$ cat src/rtl/forwarding_hazard_unit.sv
// Operand bypass and load-use hazard unit for N producer stages (index 0 = youngest).
// Optional FWD_STATS_EN adds free-running forward/stall cycle counters.
module forwarding_hazard_unit #(
    parameter int NSRC     = 3,
    parameter int REGW     = 5,
    parameter int DW       = 32,
    parameter int LOAD_LAT = 1
) (
    input  logic                 CLK,
    input  logic                 RST,
    input  logic [NSRC-1:0]      src_wen,
    input  logic [NSRC*REGW-1:0] src_wsel,
    input  logic [NSRC*DW-1:0]   src_data,
    input  logic [NSRC-1:0]      src_ld,
    input  logic                 c_valid,
    input  logic [REGW-1:0]      rsel1,
    input  logic [REGW-1:0]      rsel2,
    input  logic                 use_rs2,
    input  logic                 is_store,
    input  logic [DW-1:0]        rdat1,
    input  logic [DW-1:0]        rdat2,
    output logic [DW-1:0]        opA,
    output logic [DW-1:0]        opB,
    output logic [DW-1:0]        st_data,
    output logic                 stall,
    output logic                 fsm_state
`ifdef FWD_STATS_EN
    ,
    output logic [31:0]          fwd_cnt,
    output logic [31:0]          stall_cnt
`endif
);

    localparam int CW = (LOAD_LAT > 1) ? $clog2(LOAD_LAT) : 1;

    typedef enum logic {IDLE = 1'b0, STALL = 1'b1} state_t;

    state_t        state, state_nxt;
    logic [CW-1:0] cnt, cnt_nxt, cnt_load;

    logic          hit1, ld1, late1, hit2, ld2, late2;
    logic [DW-1:0] dat1, dat2;
    logic [CW-1:0] need1, need2;
    logic          en2, fwd2, haz1, haz2, hazard;
    logic          hold_a_v, hold_b_v;
    logic [DW-1:0] hold_a, hold_b, r2;

    // Scan oldest to youngest so the youngest match is the one left standing.
    always_comb begin
        hit1 = 1'b0; ld1 = 1'b0; late1 = 1'b0; dat1 = '0; need1 = '0;
        hit2 = 1'b0; ld2 = 1'b0; late2 = 1'b0; dat2 = '0; need2 = '0;
        for (int i = NSRC - 1; i >= 0; i--) begin
            if (src_wen[i] && src_wsel[i*REGW +: REGW] == rsel1 && rsel1 != '0) begin
                hit1  = 1'b1;
                dat1  = src_data[i*DW +: DW];
                ld1   = src_ld[i];
                late1 = src_ld[i] && (LOAD_LAT > i);
                need1 = CW'(LOAD_LAT - i - 1);
            end
            if (src_wen[i] && src_wsel[i*REGW +: REGW] == rsel2 && rsel2 != '0) begin
                hit2  = 1'b1;
                dat2  = src_data[i*DW +: DW];
                ld2   = src_ld[i];
                late2 = src_ld[i] && (LOAD_LAT > i);
                need2 = CW'(LOAD_LAT - i - 1);
            end
        end
    end

    assign en2    = use_rs2 | is_store;
    assign fwd2   = hit2 & en2;
    assign haz1   = c_valid & hit1 & late1;
    assign haz2   = c_valid & fwd2 & late2;
    assign hazard = haz1 | haz2;
    assign cnt_load = (haz1 && (!haz2 || need1 > need2)) ? need1 : need2;

    always_ff @(posedge CLK) begin
        if (RST) begin
            state <= IDLE;
            cnt   <= '0;
        end else begin
            state <= state_nxt;
            cnt   <= cnt_nxt;
        end
    end

    always_comb begin
        state_nxt = state;
        cnt_nxt   = cnt;
        if (!c_valid) begin
            state_nxt = IDLE;
            cnt_nxt   = '0;
        end else begin
            case (state)
                IDLE: begin
                    if (hazard) begin
                        state_nxt = STALL;
                        cnt_nxt   = cnt_load;
                    end
                end
                STALL: begin
                    if (hazard) begin
                        cnt_nxt = cnt_load;
                    end else if (cnt != '0) begin
                        cnt_nxt = cnt - CW'(1);
                    end else begin
                        state_nxt = IDLE;
                    end
                end
                default: state_nxt = IDLE;
            endcase
        end
    end

    always_comb begin
        stall     = c_valid & (hazard | (state == STALL && cnt != '0));
        fsm_state = state;
        opA       = hit1 ? dat1 : (hold_a_v ? hold_a : rdat1);
        r2        = fwd2 ? dat2 : (hold_b_v ? hold_b : rdat2);
        opB       = use_rs2 ? r2 : rdat2;
        st_data   = is_store ? r2 : rdat2;
    end

    // Keep bypassed values alive while stalled; the producer may retire meanwhile.
    always_ff @(posedge CLK) begin
        if (RST) begin
            hold_a_v <= 1'b0;
            hold_b_v <= 1'b0;
            hold_a   <= '0;
            hold_b   <= '0;
        end else if (!c_valid || !stall) begin
            hold_a_v <= 1'b0;
            hold_b_v <= 1'b0;
        end else begin
            if (hit1 && !ld1) begin
                hold_a   <= dat1;
                hold_a_v <= 1'b1;
            end
            if (fwd2 && !ld2) begin
                hold_b   <= dat2;
                hold_b_v <= 1'b1;
            end
        end
    end

`ifdef FWD_STATS_EN
    always_ff @(posedge CLK) begin
        if (RST) begin
            fwd_cnt   <= '0;
            stall_cnt <= '0;
        end else begin
            if (c_valid && (hit1 || fwd2)) fwd_cnt <= fwd_cnt + 32'd1;
            if (stall) stall_cnt <= stall_cnt + 32'd1;
        end
    end
`endif

endmodule
$ cat config.mk
export PLATFORM = sky130hd
export DESIGN_NAME = forwarding_hazard_unit
export DESIGN_NICKNAME = d
export VERILOG_FILES = /design/src/rtl/forwarding_hazard_unit.sv
export SDC_FILE = /design/constraint.sdc
export NUM_CORES = 1
export LEC_CHECK = 0
export CAP_MARGIN = 15
export CORE_MARGIN = 4
export CORE_UTILIZATION = 46
export CTS_CLUSTER_DIAMETER = 200
export DETAILED_ROUTE_END_ITERATION = 16
export GPL_TIMING_DRIVEN = 0
export PLACE_DENSITY = 0.81
export SLEW_MARGIN = 20
export SYNTH_ARGS = -nofsm -noshare
export SYNTH_HDL_FRONTEND = slang
export SYNTH_SLANG_ARGS = --single-unit
export TNS_END_PERCENT = 5
$ cat constraint.sdc
create_clock -name CLK -period 4.6 [get_ports CLK]
set_clock_uncertainty 0.1 [all_clocks]
set_input_delay 0.92 -clock CLK [delete_from_list [all_inputs] [get_ports CLK]]
set_output_delay 0.92 -clock CLK [all_outputs]
set_load 0.005 [all_outputs]
Word-level counts from Yosys, hierarchy flattened
Cells that the tools add are included.
{ "totals": {"ff_bits": 68, "output_inout_bits": 98, "inputBits": 196, "elab_cells": 95} }
{ "op_classes": {"muxes": 39, "bitwise": 12, "n_reduce_logical": 29, "add_sub_neg": 1, "magnitude_cmp": 1, "n_eq_ne": 7} }
{ "ops": {"columns": ["op", "n"], "rows": [
  ["2-to-1 mux 32 bit", 12],
  ["equality test 5 bit", 6],
  ["2-to-1 mux 1 bit", 25],
  ["logical AND 1 bit", 16],
  ["nonzero test 5 bit", 2],
  ["bitwise AND 1 bit", 6],
  ["logical NOT 1 bit", 5],
  ["one-hot mux 1 bit (2 select lines)", 2],
  ["AND reduction 2 bit", 2],
  ["OR reduction 2 bit", 2],
  ["inverter 1 bit", 3],
  ["bitwise OR 1 bit", 3],
  ["logical OR 1 bit", 2],
  ["!= test 2 bit, second input constant", 1],
  ["> comparator 1 bit", 1],
  ["subtractor 1 bit, second input constant", 1]
]} }

Longest topological paths before layout
Gate-level depths: netlist of the first run.
{ "logic_depth": {"word_depth": 16, "ltp_mapped": 10, "mapped_depth_nobuf": 6} }

Least setup slack after synthesis of the first run
OpenSTA, ideal clock, no wires.
{ "synth_path": {"path_type": "input port to output port", "startpoint": "input rsel2[0]", "endpoint": "output opB[10]", "arrival_ns": 2.847, "n_path_buf": 4, "required_time_ns": 3.580, "path_stages": 9, "slack_ns": 0.733, "cell_sequence": "clkbuf_1 > xnor2_1 > nand4_1 > nor2_2 > buf_2 > buf_1 > buf_1 > a2bb2oi_1 > a21oi_1"} }
{ "synth_via": {"elab_chain_len": 9, "elab_cells_between_ends": 19, "cone_classes": "eq/ne (3); mux (8); bitwise (1); reduce/logical (7)"} }
{ "synth_lines": {"columns": ["item", "line_no", "source"], "rows": [
  ["from (decl)", "17", "input logic [REGW-1:0] rsel2,"],
  ["equality test 5 bit", "60", "if (src_wen[i] && src_wsel[i*REGW +: REGW] == rsel2 && rsel2 != '0) begin"],
  ["logical AND 1 bit (2 in a row)", "60", null],
  ["2-to-1 mux 1 bit (3 in a row)", "60", null],
  ["bitwise AND 1 bit", "71", "assign fwd2 = hit2 & en2;"],
  ["2-to-1 mux 32 bit (*)", "119", "r2 = fwd2 ? dat2 : (hold_b_v ? hold_b : rdat2);"],
  ["2-to-1 mux 32 bit (*)", "120", "opB = use_rs2 ? r2 : rdat2;"],
  ["to (decl)", "23", "output logic [DW-1:0] opB,"]
]} }
Mark *: on every way between the ends. The rest lies on a longest branch, timed or not.

Final worst setup path of the first run
{ "layout_path": {"startpoint": "input rsel2[4]", "endpoint": "output opB[10]"} }
The elaborated chain is that of the path after synthesis.

==> results of run 1 <==
[worst max-delay path, delay by kind of cell]
family | cells | cell delay, ns
buf+inv | 3 | 0.96
compound gates | 3 | 0.49
simple gates | 3 | 1.34
[stage by stage]
stage          cells  cell area, µm²  setup TNS (ns)  utilization [%]
2_1_floorplan   1159            7950               0                -
3_3_place_gp    1667           11100          -88.08             66.2
3_5_place_dp    1667           11100          -88.36             66.2
4_1_cts         1693           12000           -4.50             71.4
5_1_grt         1699           12200           -3.86             73.0
6_report        1699           12200           -1.87             73.0
[cells by family (layout without fill, tap and decap cells)]
family | count (synthesis) | in the layout | synth area share, %
simple gates | 394 | 394 | 24.1
flops | 68 | 68 | 17.1
buf+inv | 172 | 491 | 8.74
mux | 64 | 64 | 8.06
other cells | 0 | 1 | 0
compound gates | 431 | 431 | 38.6
xor+xnor | 30 | 30 | 3.31
[layer usage]
| metal | track usage (%) | vias to the layer above | part of all wire [%] | routed length, µm |
|---|---|---|---|---|
| li1 | - | 5015 | - | - |
| met1 | 48.5 | 5225 | 37 | 14900 |
| met2 | 62.6 | 946 | 44 | 17900 |
| met3 | 9.50 | 195 | 13 | 5240 |
| met4 | 19.4 | 0 | 5.5 | 2230 |
| met5 | 0 | - | 0 | 0 |
[cell usage after synthesis (32+ instances only)]
cell type,instances,share of area [%]
sky130_fd_sc_hd__dfxtp_1,68,17
sky130_fd_sc_hd__a21oi_1,97,6.1
sky130_fd_sc_hd__clkbuf_1,109,5.1
sky130_fd_sc_hd__nand3_1,34,2.1
sky130_fd_sc_hd__nor2b_1,33,2.6
sky130_fd_sc_hd__mux2i_1,64,8.1
sky130_fd_sc_hd__nand2b_1,64,5.0
sky130_fd_sc_hd__a2111o_1,32,4.5
sky130_fd_sc_hd__nor2_1,135,6.4
sky130_fd_sc_hd__a2bb2oi_1,32,3.5
sky130_fd_sc_hd__o21ai_1,62,3.9
sky130_fd_sc_hd__o22ai_1,66,5.2
sky130_fd_sc_hd__inv_1,33,1.6
sky130_fd_sc_hd__nand2_1,37,1.7
sky130_fd_sc_hd__nor3_1,68,4.3
sky130_fd_sc_hd__a222oi_1,32,4.0
[timing repair]
action                                  4_1_cts  5_1_grt
cloned                                        3        0
pin swaps                                    19       12
endpoints found under the setup margin       97       80
resized for setup                           204       75
buffers inserted                             13        5
[state kept, by name, indices dropped and copies added, names as in the netlist]
| name | count |
|---|---|
| fsm_state | 1 |
| hold_a | 32 |
| hold_b | 32 |
| hold_a_v | 1 |
| cnt | 1 |
| hold_b_v | 1 |
[where the power goes]
part / switching [W] / leakage [nW] / internal, W
clock: 0.000292 / 0.158 / 0.000505
sequential: 0.000000483 / 0.547 / 0.000589
combinational: 0.000339 / 3.68 / 0.000354
[worst paths after layout]
| path | slack [ns] | to | from |
|---|---|---|---|
| max | -0.14 | opB[10] | rsel2[4] |
| max reg2reg | 2.34 | hold_b[19] | fsm_state |
| min | 0.36 | cnt | cnt |
| min reg2reg | 0.36 | cnt | cnt |
[area by class of cell]
cell class                 count  area [µm²]
antenna                        1        2.50
buffer                       133         800
clock buffer                  11         253
clock inverter                 5        83.8
fill                        1376        4530
inverter                      33         124
multi-input combinational    919        6320
sequential                    68        1360
tap                          220         275
timing repair buffer         309        3010
==> impl_metrics.json, run 1 <==
{
  "achievable-frequency_ghz": 0.211,
  "vdd.ir_drop.worst_v": 0.000194,
  "worst_slew_margin_rel_pct": 39.9,
  "total_leakage_power_nw": 4.39,
  "rsz_0062_raised_after_global_routing": "yes",
  "globalplace.congestion": 0.974,
  "setup.worst_path.end_class": "output pin",
  "postCtsHoldBufs": 0,
  "route.detailed.vias_per_inst": 6.70,
  "design.core.area_um2": 16800,
  "initial_core_util_pct": 47.4,
  "synth_enable_flop_cells": 0,
  "sink_count_of_the_clock_tree": 68,
  "io_buffer_count": 288,
  "register_area_share_after_synthesis_pct": 17.1,
  "required_time_at_the_endpoint_of_the_critical_path_ns": 3.58,
  "area.growth.synth_to_final_pct": 53.9,
  "critical_path.most_common_cell": "sky130_fd_sc_hd__or4_4",
  "worst_hold_path_type": "flop to flop",
  "finalHoldViolCount": 0,
  "post_detailed_placement_half_perimeter_wirelength_um": 29500,
  "setup.worst_path.start_class": "primary input",
  "std_cell_rows": 47,
  "synth_top_flop_cell": "sky130_fd_sc_hd__dfxtp_1",
  "synth.lib_cells_used.distinct": 45,
  "io-pin-count": 294,
  "avgRoutedWirePerCell_um": 23.7,
  "power.total_w": 0.00208,
  "worst-setup-path-type": "primary input to output pin",
  "post_synth_instance_area_um2": 7950,
  "final.setup.worst_slack_ns": -0.137,
  "status": "finished, violations left",
  "cells_on_worst_hold_path": 2,
  "drive_gt1_share_pct": 12.0,
  "slowest_delay_ns": 0.63,
  "total_number_of_yosys_warnings": 0,
  "timing_worst_slew_pin_value_ns": 0.901,
  "dp_worst_setup_slack_ns": -1.16,
  "grt_antenna_before_repair": 1,
  "global_route.usage.total_pct": 38.9,
  "synth_seq_cells": 68,
  "grt_pass1_vias": 11100,
  "ant_nets": 0,
  "totalWireLength_um": 40300,
  "timing.final.max_slew_violations": 0,
  "clkLatencyLatePin_ns": 0.35,
  "floorplan.die_area_um2": 19400,
  "grt-ovfl-total": 0,
  "post-route-min-period_ns": 4.74,
  "synth_nets": 1355,
  "grt_pass1_wl_um": 61600,
  "cts.htree.levels": 3,
  "power_per_cell_area_nw_per_um2": 170,
  "drt_first_pass_iters": 8,
  "grt_max_degree": 20,
  "most_frequent_cells_in_the_layout": "207 x sky130_fd_sc_hd__clkdlybuf4s50_1, 132 x sky130_fd_sc_hd__nor2_1, 93 x sky130_fd_sc_hd__a21oi_1, 74 x sky130_fd_sc_hd__clkbuf_1, 68 x sky130_fd_sc_hd__dfxtp_1",
  "remaining_drc_errors": 0,
  "cts_root_buffer": "sky130_fd_sc_hd__clkbuf_16",
  "timing.final.crit_share_pct": 103,
  "failed_checks": "setup timing",
  "r2r.worst_path.cells": 6,
  "path_clk_slew_ns": 0.06,
  "netlist_instances": 1159,
  "timing.critical_path.slowest_stage_cell": "sky130_fd_sc_hd__or4_4",
  "worst-endpoint-arrival_ns": 3.72,
  "cts_made_buffers": 9,
  "layout_commonest_cell": "sky130_fd_sc_hd__clkdlybuf4s50_1",
  "syn-mean-instance-area_um2": 6.86,
  "worst-path-max-fanout": 10,
  "dr_total_vias": 11400,
  "max-cap-violations": 0,
  "minimum_hold_slack_ns": 0.362,
  "timing.final.setup_violations": 22,
  "cts_tree": "built",
  "share_of_async_settable_or_async_resettable_flops_after_synthesis_pct": 0,
  "cell_by_cell_listing_of_the_critical_path": "clkdlybuf4s15_1, or4_4, o211ai_4, nor2_4, or4_4, buf_4, o22ai_1, a21oi_2, clkdlybuf4s50_1",
  "die_w_um": 139,
  "num-nets-final": 1669,
  "die_height_um": 139,
  "detailedRoute.firstIterationViolations": 1795,
  "clock_path_buffers": 2
}
Note: power is estimated with default switching activity, not from simulation.
==> run 2: changes to the inputs <==
CORE_UTILIZATION = 35   (was 46)
PLACE_DENSITY = 0.64   (was 0.81)
==> run 2 against run 1 <==
  * The flow still finishes with violations (setup timing)
  * Register-to-register slack worse by 0.02 ns
  * Hold slack worse by 0.016 ns
  * Design area is 0.14% lower
  * Sequential power hardly changed
  * Combinational power is 1% higher
  * Sequential cell count stayed put
==> impl_metrics.json, run 2 (synthesis gave the netlist of run 1 again) <==
{
  "layout_commonest_cell": "sky130_fd_sc_hd__clkdlybuf4s50_1",
  "vdd.ir_drop.worst_v": 0.000162,
  "worst-setup-path-type": "primary input to output pin",
  "slowest_delay_ns": 0.60,
  "area.growth.synth_to_final_pct": 53.7,
  "multi_input_comb_area_um2": 6230,
  "timing.critical_path.slowest_stage_cell": "sky130_fd_sc_hd__or4_4",
  "post_detailed_placement_half_perimeter_wirelength_um": 31500,
  "cts.htree.levels": 3,
  "grt_pass1_vias": 10800,
  "antenna-diode-count": 0,
  "drive_gt1_share_pct": 10.2,
  "drt_first_pass_iters": 6,
  "reg.largest.list": "hold_a: 32 flops, hold_b: 32 flops",
  "beginning_of_the_worst_register_to_register_path": "fsm_state",
  "cts_root_buffer": "sky130_fd_sc_hd__clkbuf_16",
  "clkLatencyLatePin_ns": 0.35,
  "achievable-frequency_ghz": 0.208,
  "post-route-min-period_ns": 4.80,
  "finalHoldViolCount": 0,
  "die_height_um": 159,
  "sink_count_of_the_clock_tree": 68,
  "grt-ovfl-total": 0,
  "status": "finished, violations left",
  "count_of_fill_cells_added_during_filler_insertion": 2142,
  "rsz_0062_raised_after_global_routing": "yes",
  "grt_pass1_wl_um": 61100,
  "grt_max_degree": 20,
  "power_per_cell_area_nw_per_um2": 177,
  "design.core.area_um2": 22100,
  "std_cell_rows": 54,
  "failed_checks": "setup timing",
  "setup.worst_path.start_class": "primary input",
  "clock_path_buffers": 2,
  "globalplace.congestion": 0.947,
  "holdCritStartpoint": "cnt",
  "timing.final.max_slew_violations": 0,
  "grt_antenna_before_repair": 0,
  "cell_by_cell_listing_of_the_critical_path": "dlygate4sd2_1, or4_4, o211ai_4, nor2_4, o41a_1, clkbuf_4, o22ai_1, a21oi_1, clkdlybuf4s50_1",
  "ant_nets": 0,
  "worst_slew_margin_rel_pct": 39.8,
  "worst-endpoint-arrival_ns": 3.78,
  "utilization_pct": 55.3,
  "io_buffer_count": 288,
  "worst_hold_path_type": "flop to flop",
  "io-pin-count": 294,
  "most_frequent_cells_in_the_layout": "237 x sky130_fd_sc_hd__clkdlybuf4s50_1, 132 x sky130_fd_sc_hd__nor2_1, 96 x sky130_fd_sc_hd__a21oi_1, 73 x sky130_fd_sc_hd__clkbuf_1, 68 x sky130_fd_sc_hd__dfxtp_1",
  "num-nets-final": 1658,
  "fin_area_um2": 12200,
  "global_route.usage.total_pct": 31.0,
  "cp-startpoint": "rsel2[4]",
  "path_clk_slew_ns": 0.06,
  "die_w_um": 159,
  "route.detailed.vias_per_inst": 6.28,
  "final.setup.worst_slack_ns": -0.201,
  "timing_worst_slew_pin_value_ns": 0.903,
  "floorplan.die_area_um2": 25200,
  "remaining_drc_errors": 0,
  "required_time_at_the_endpoint_of_the_critical_path_ns": 3.58,
  "timing.final.setup_violations": 54,
  "totalWireLength_um": 41400,
  "worst-path-max-fanout": 10,
  "sequential_cell_area_um2": 1360,
  "setup.worst_path.end_class": "output pin",
  "total_leakage_power_nw": 4.44,
  "initial_core_util_pct": 36.0,
  "cts_made_buffers": 9,
  "max-cap-violations": 0,
  "detailedRoute.firstIterationViolations": 1257,
  "area_after_detailed_placement_um2": 11200,
  "avgRoutedWirePerCell_um": 23.7,
  "dr_total_vias": 11000,
  "cts_tree": "built",
  "timing.final.crit_share_pct": 104
}
[run 2: cell types whose count changed in the layout (fill, tap and decap cells not counted), sizes merged, moves of 2 or more]
| cell | delta |
|---|---|
| clkbuf | -11 |
| clkinvlp | -2 |
| dlygate4sd2 | -46 |
| clkdlybuf4s50 | +30 |
| clkdlybuf4s15 | -5 |
| dlymetal6s2s | +21 |
[run 2: path summary, 6_finish.rpt]
check                   end  slack (ns)  depth (start not counted)
setup / recovery     opB[4]       -0.20                          9
hold / removal          cnt        0.35                          2
setup reg to reg  hold_a[6]        2.32                          7
hold reg to reg         cnt        0.35                          2
[run 2: per-stage QoR]
step / instances / setup slack [ns] / hold slack, ns / power [W] / setup TNS [ns]
finish: 1747 / -0.201 / 0.346 / 0.00216 / -7.44
global route: 1747 / -0.290 / 0.361 / 0.00222 / -11.88
CTS: 1746 / -0.182 / 0.346 / 0.00214 / -12.89
detailed placement: 1727 / -1.22 / 0.338 / 0.00127 / -93.71
global placement: 1727 / -1.20 / 0.339 / 0.00127 / -93.48
floorplan: 1159 / 0.733 / 0.324 / 0.000839 / 0
[run 2: final cells by class]
| cell class | instances | area share [%] |
|---|---|---|
| buffer | 130 | 5.99 |
| clock buffer | 12 | 2.10 |
| clock inverter | 4 | 0.779 |
| inverter | 33 | 1.01 |
| multi-input combinational | 919 | 51.0 |
| sequential | 68 | 11.1 |
| tap | 280 | 2.87 |
| timing repair buffer | 301 | 25.0 |
[run 2: where the power goes]
part	switching [W]	total [W]	internal, W
logic	0.000334	0.000703	0.000369
registers	0.000000444	0.000589	0.000589
clock network	0.000311	0.000871	0.000560
total	0.000646	0.00216	0.00152
[run 2: worst max-delay path: cells and delay by family]
family	cells	cell delay, ns
and+or+nand+nor	2	0.70
buffers and inverters	3	1.05
AOI/OAI and AO/OA	4	1.10
[run 2: metal layers]
| layer | wire [µm] | part of all wire (%) | global-route usage, % |
|---|---|---|---|
| met1 | 17000 | 41 | 40.0 |
| met2 | 18900 | 46 | 50.4 |
| met3 | 3910 | 9.4 | 6.85 |
| met4 | 1570 | 3.8 | 12.1 |
| met5 | 0 | 0 | 0 |
[run 2: what timing repair did]
action / in CTS / in global routing
setup buffers: 10 / 3
hold buffers: 0 / 0
setup endpoints to repair: 97 / 97
pin swaps: 13 / 13
resized for setup: 111 / 112
==> run 3: changes to the inputs <==
SLEW_MARGIN = 10   (was 20)
clock period = 5.9 ns   (was 4.6 ns; I/O delays follow)
==> run 3 against run 2 <==
  * Wire length is 1.1% lower
  * Setup slack better by 0.24 ns
  * Largest power group unchanged
  * Clock-buffer cell count stayed put
  * Via count is 1.4% lower
  * Critical path type unchanged
  * Combinational power is 24% lower
  * Largest cell class unchanged
  * Utilization is 2.8 points lower
  * Hold slack better by 0.0078 ns
  * Critical path depth stayed put
  * Clock power is 23% lower
  * Cell count is 0.40% lower
  * The run now ends clean
  * Non-clock buffer count is 7 lower
  * Register-to-register slack better by 1.3 ns
==> impl_metrics.json, run 3 (synthesis gave the netlist of run 1 again) <==
{
  "status": "complete, no violations",
  "route.detailed.vias_per_inst": 6.21,
  "io_buffer_count": 288,
  "worst-setup-path-type": "primary input to output pin",
  "sink_count_of_the_clock_tree": 68,
  "grt_pass1_wl_um": 60300,
  "cell_by_cell_listing_of_the_critical_path": "clkdlybuf4s50_1, xnor2_1, nand4_1, nor2_2, o41a_1, clkbuf_1, o22ai_1, a21oi_1, clkdlybuf4s50_1",
  "path_clk_slew_ns": 0.06,
  "total_switching_power_w": 0.000491,
  "cts_root_buffer": "sky130_fd_sc_hd__clkbuf_16",
  "cell_internal_pwr_w": 0.00118,
  "most_frequent_cells_in_the_layout": "288 x sky130_fd_sc_hd__clkdlybuf4s50_1, 134 x sky130_fd_sc_hd__nor2_1, 97 x sky130_fd_sc_hd__a21oi_1, 92 x sky130_fd_sc_hd__clkbuf_1",
  "finalHoldViolCount": 0,
  "global_route.usage.total_pct": 30.7,
  "io-pin-count": 294,
  "totalWireLength_um": 40900,
  "achievable-frequency_ghz": 0.171,
  "grt_pass1_vias": 10700,
  "remaining_drc_errors": 0,
  "timing_worst_slew_pin_value_ns": 0.919,
  "cts_made_buffers": 9,
  "clock_path_buffers": 2,
  "area_after_detailed_placement_um2": 11200,
  "power_per_cell_area_nw_per_um2": 144,
  "power_frac_clock_pct": 40.5,
  "reg.largest.list": "hold_a: 32 flops, hold_b: 32 flops",
  "detailedRoute.firstIterationViolations": 1179,
  "setup.worst_path.start_class": "primary input",
  "setup.worst_path.end_class": "output pin",
  "grt_antenna_before_repair": 0,
  "post-route-min-period_ns": 5.86,
  "count_of_fill_cells_added_during_filler_insertion": 2188,
  "ant_nets": 0,
  "cts.htree.levels": 3,
  "clkLatencyLatePin_ns": 0.35,
  "drt_first_pass_iters": 6,
  "globalplace.congestion": 0.947,
  "num-nets-final": 1651,
  "cts_tree": "built",
  "rsz_0062_raised_after_global_routing": "yes",
  "fin_area_um2": 11600,
  "initial_core_util_pct": 36.0,
  "sequential_cell_area_um2": 1360,
  "design.core.area_um2": 22100,
  "worst_slew_margin_rel_pct": 38.7,
  "power_frac_comb_pct": 32.0,
  "vdd.ir_drop.worst_v": 0.000125,
  "antenna-diode-count": 0,
  "worst-path-max-fanout": 10,
  "post_detailed_placement_half_perimeter_wirelength_um": 31500,
  "floorplan.die_area_um2": 25200,
  "avgRoutedWirePerCell_um": 23.5,
  "area.growth.synth_to_final_pct": 45.9,
  "required_time_at_the_endpoint_of_the_critical_path_ns": 4.62,
  "timing.critical_path.slowest_stage_cell": "sky130_fd_sc_hd__clkdlybuf4s50_1",
  "die_w_um": 159,
  "netSwitchingFraction_pct": 29.4,
  "slowest_delay_ns": 0.59,
  "std_cell_rows": 54,
  "total_leakage_power_nw": 3.81,
  "drive_gt1_share_pct": 5.00,
  "critical_path.most_common_cell": "sky130_fd_sc_hd__clkdlybuf4s50_1",
  "multi_input_comb_area_um2": 5930,
  "share_seq_of_total_power_pct": 27.5,
  "grt-ovfl-total": 0,
  "worst-endpoint-arrival_ns": 4.58,
  "dr_total_vias": 10800,
  "max-cap-violations": 0,
  "timing.final.crit_share_pct": 99.3,
  "timing.final.setup_violations": 0,
  "timing.final.max_slew_violations": 0,
  "dp_cells": 1727,
  "layout_commonest_cell": "sky130_fd_sc_hd__clkdlybuf4s50_1",
  "grt_max_degree": 20,
  "die_height_um": 159,
  "final-instance-count-excl-fill": 1740,
  "worst_hold_path_type": "flop to flop"
}
-- run 3: cell type report --
| type | instances | share of cell area, % |
|---|---|---|
| clock inverter | 4 | 0.820 |
| clock buffer | 12 | 2.21 |
| multi-input combinational | 919 | 51.1 |
| timing repair buffer | 289 | 24.9 |
| buffer | 135 | 5.06 |
| tap | 280 | 3.02 |
| sequential | 68 | 11.7 |
| inverter | 33 | 1.07 |
-- run 3: power by group through the flow --
stage	clock network, W	registers [W]	logic (W)
floorplan	0	0.000470	0.000184
global placement	0	0.000470	0.000520
detailed placement	0	0.000470	0.000521
CTS	0.000674	0.000460	0.000526
global route	0.000692	0.000459	0.000563
finish	0.000675	0.000460	0.000534
-- run 3: path summary, 6_finish.rpt --
check	from	endpoint	slack (ns)	depth (start not counted)
worst max-delay path	rsel2[4]	st_data[13]	0.04	9
worst max register to register	fsm_state	hold_b_v	3.58	6
worst min-delay path	cnt	cnt	0.35	2
worst min register to register	cnt	cnt	0.35	2
-- run 3: timing repair --
action                                  in CTS  in global routing
resized for setup                           12                 28
pin swaps                                    1                  0
hold buffers                                 0                  0
buffers inserted                             1                  0
endpoints found under the setup margin      92                 93
-- run 3: worst max-delay path, delay by kind of cell --
| kind | cells | cell delay, ns |
|---|---|---|
| AO/OA/AOI/OAI | 3 | 0.86 |
| XOR/XNOR | 1 | 0.18 |
| AND/OR/NAND/NOR | 2 | 0.68 |
| buffers and inverters | 3 | 1.67 |
-- run 3: routing by layer --
metal | GRT usage [%] | part of all wire [%] | vias to the layer above
li1 | - | - | 4973
met1 | 39.3 | 40 | 5078
met2 | 49.6 | 45 | 662
met3 | 7.04 | 11 | 94
met4 | 12.6 | 3.8 | 0
met5 | 0 | 0 | -
-- run 3: through the flow --
stage | setup slack (ns) | TNS (ns) | hold slack, ns | power (W) | util [%]
6_report | 0.0427 | 0 | 0.354 | 0.00167 | 52.5
5_1_grt | -0.0246 | -0.0540 | 0.361 | 0.00172 | 52.5
4_1_cts | -0.0312 | -0.0399 | 0.346 | 0.00166 | 52.3
3_5_place_dp | -0.437 | -18.44 | 0.338 | 0.000990 | 50.6
3_3_place_gp | -0.416 | -18.30 | 0.339 | 0.000990 | 50.6
2_1_floorplan | 1.51 | 0 | 0.324 | 0.000654 | -
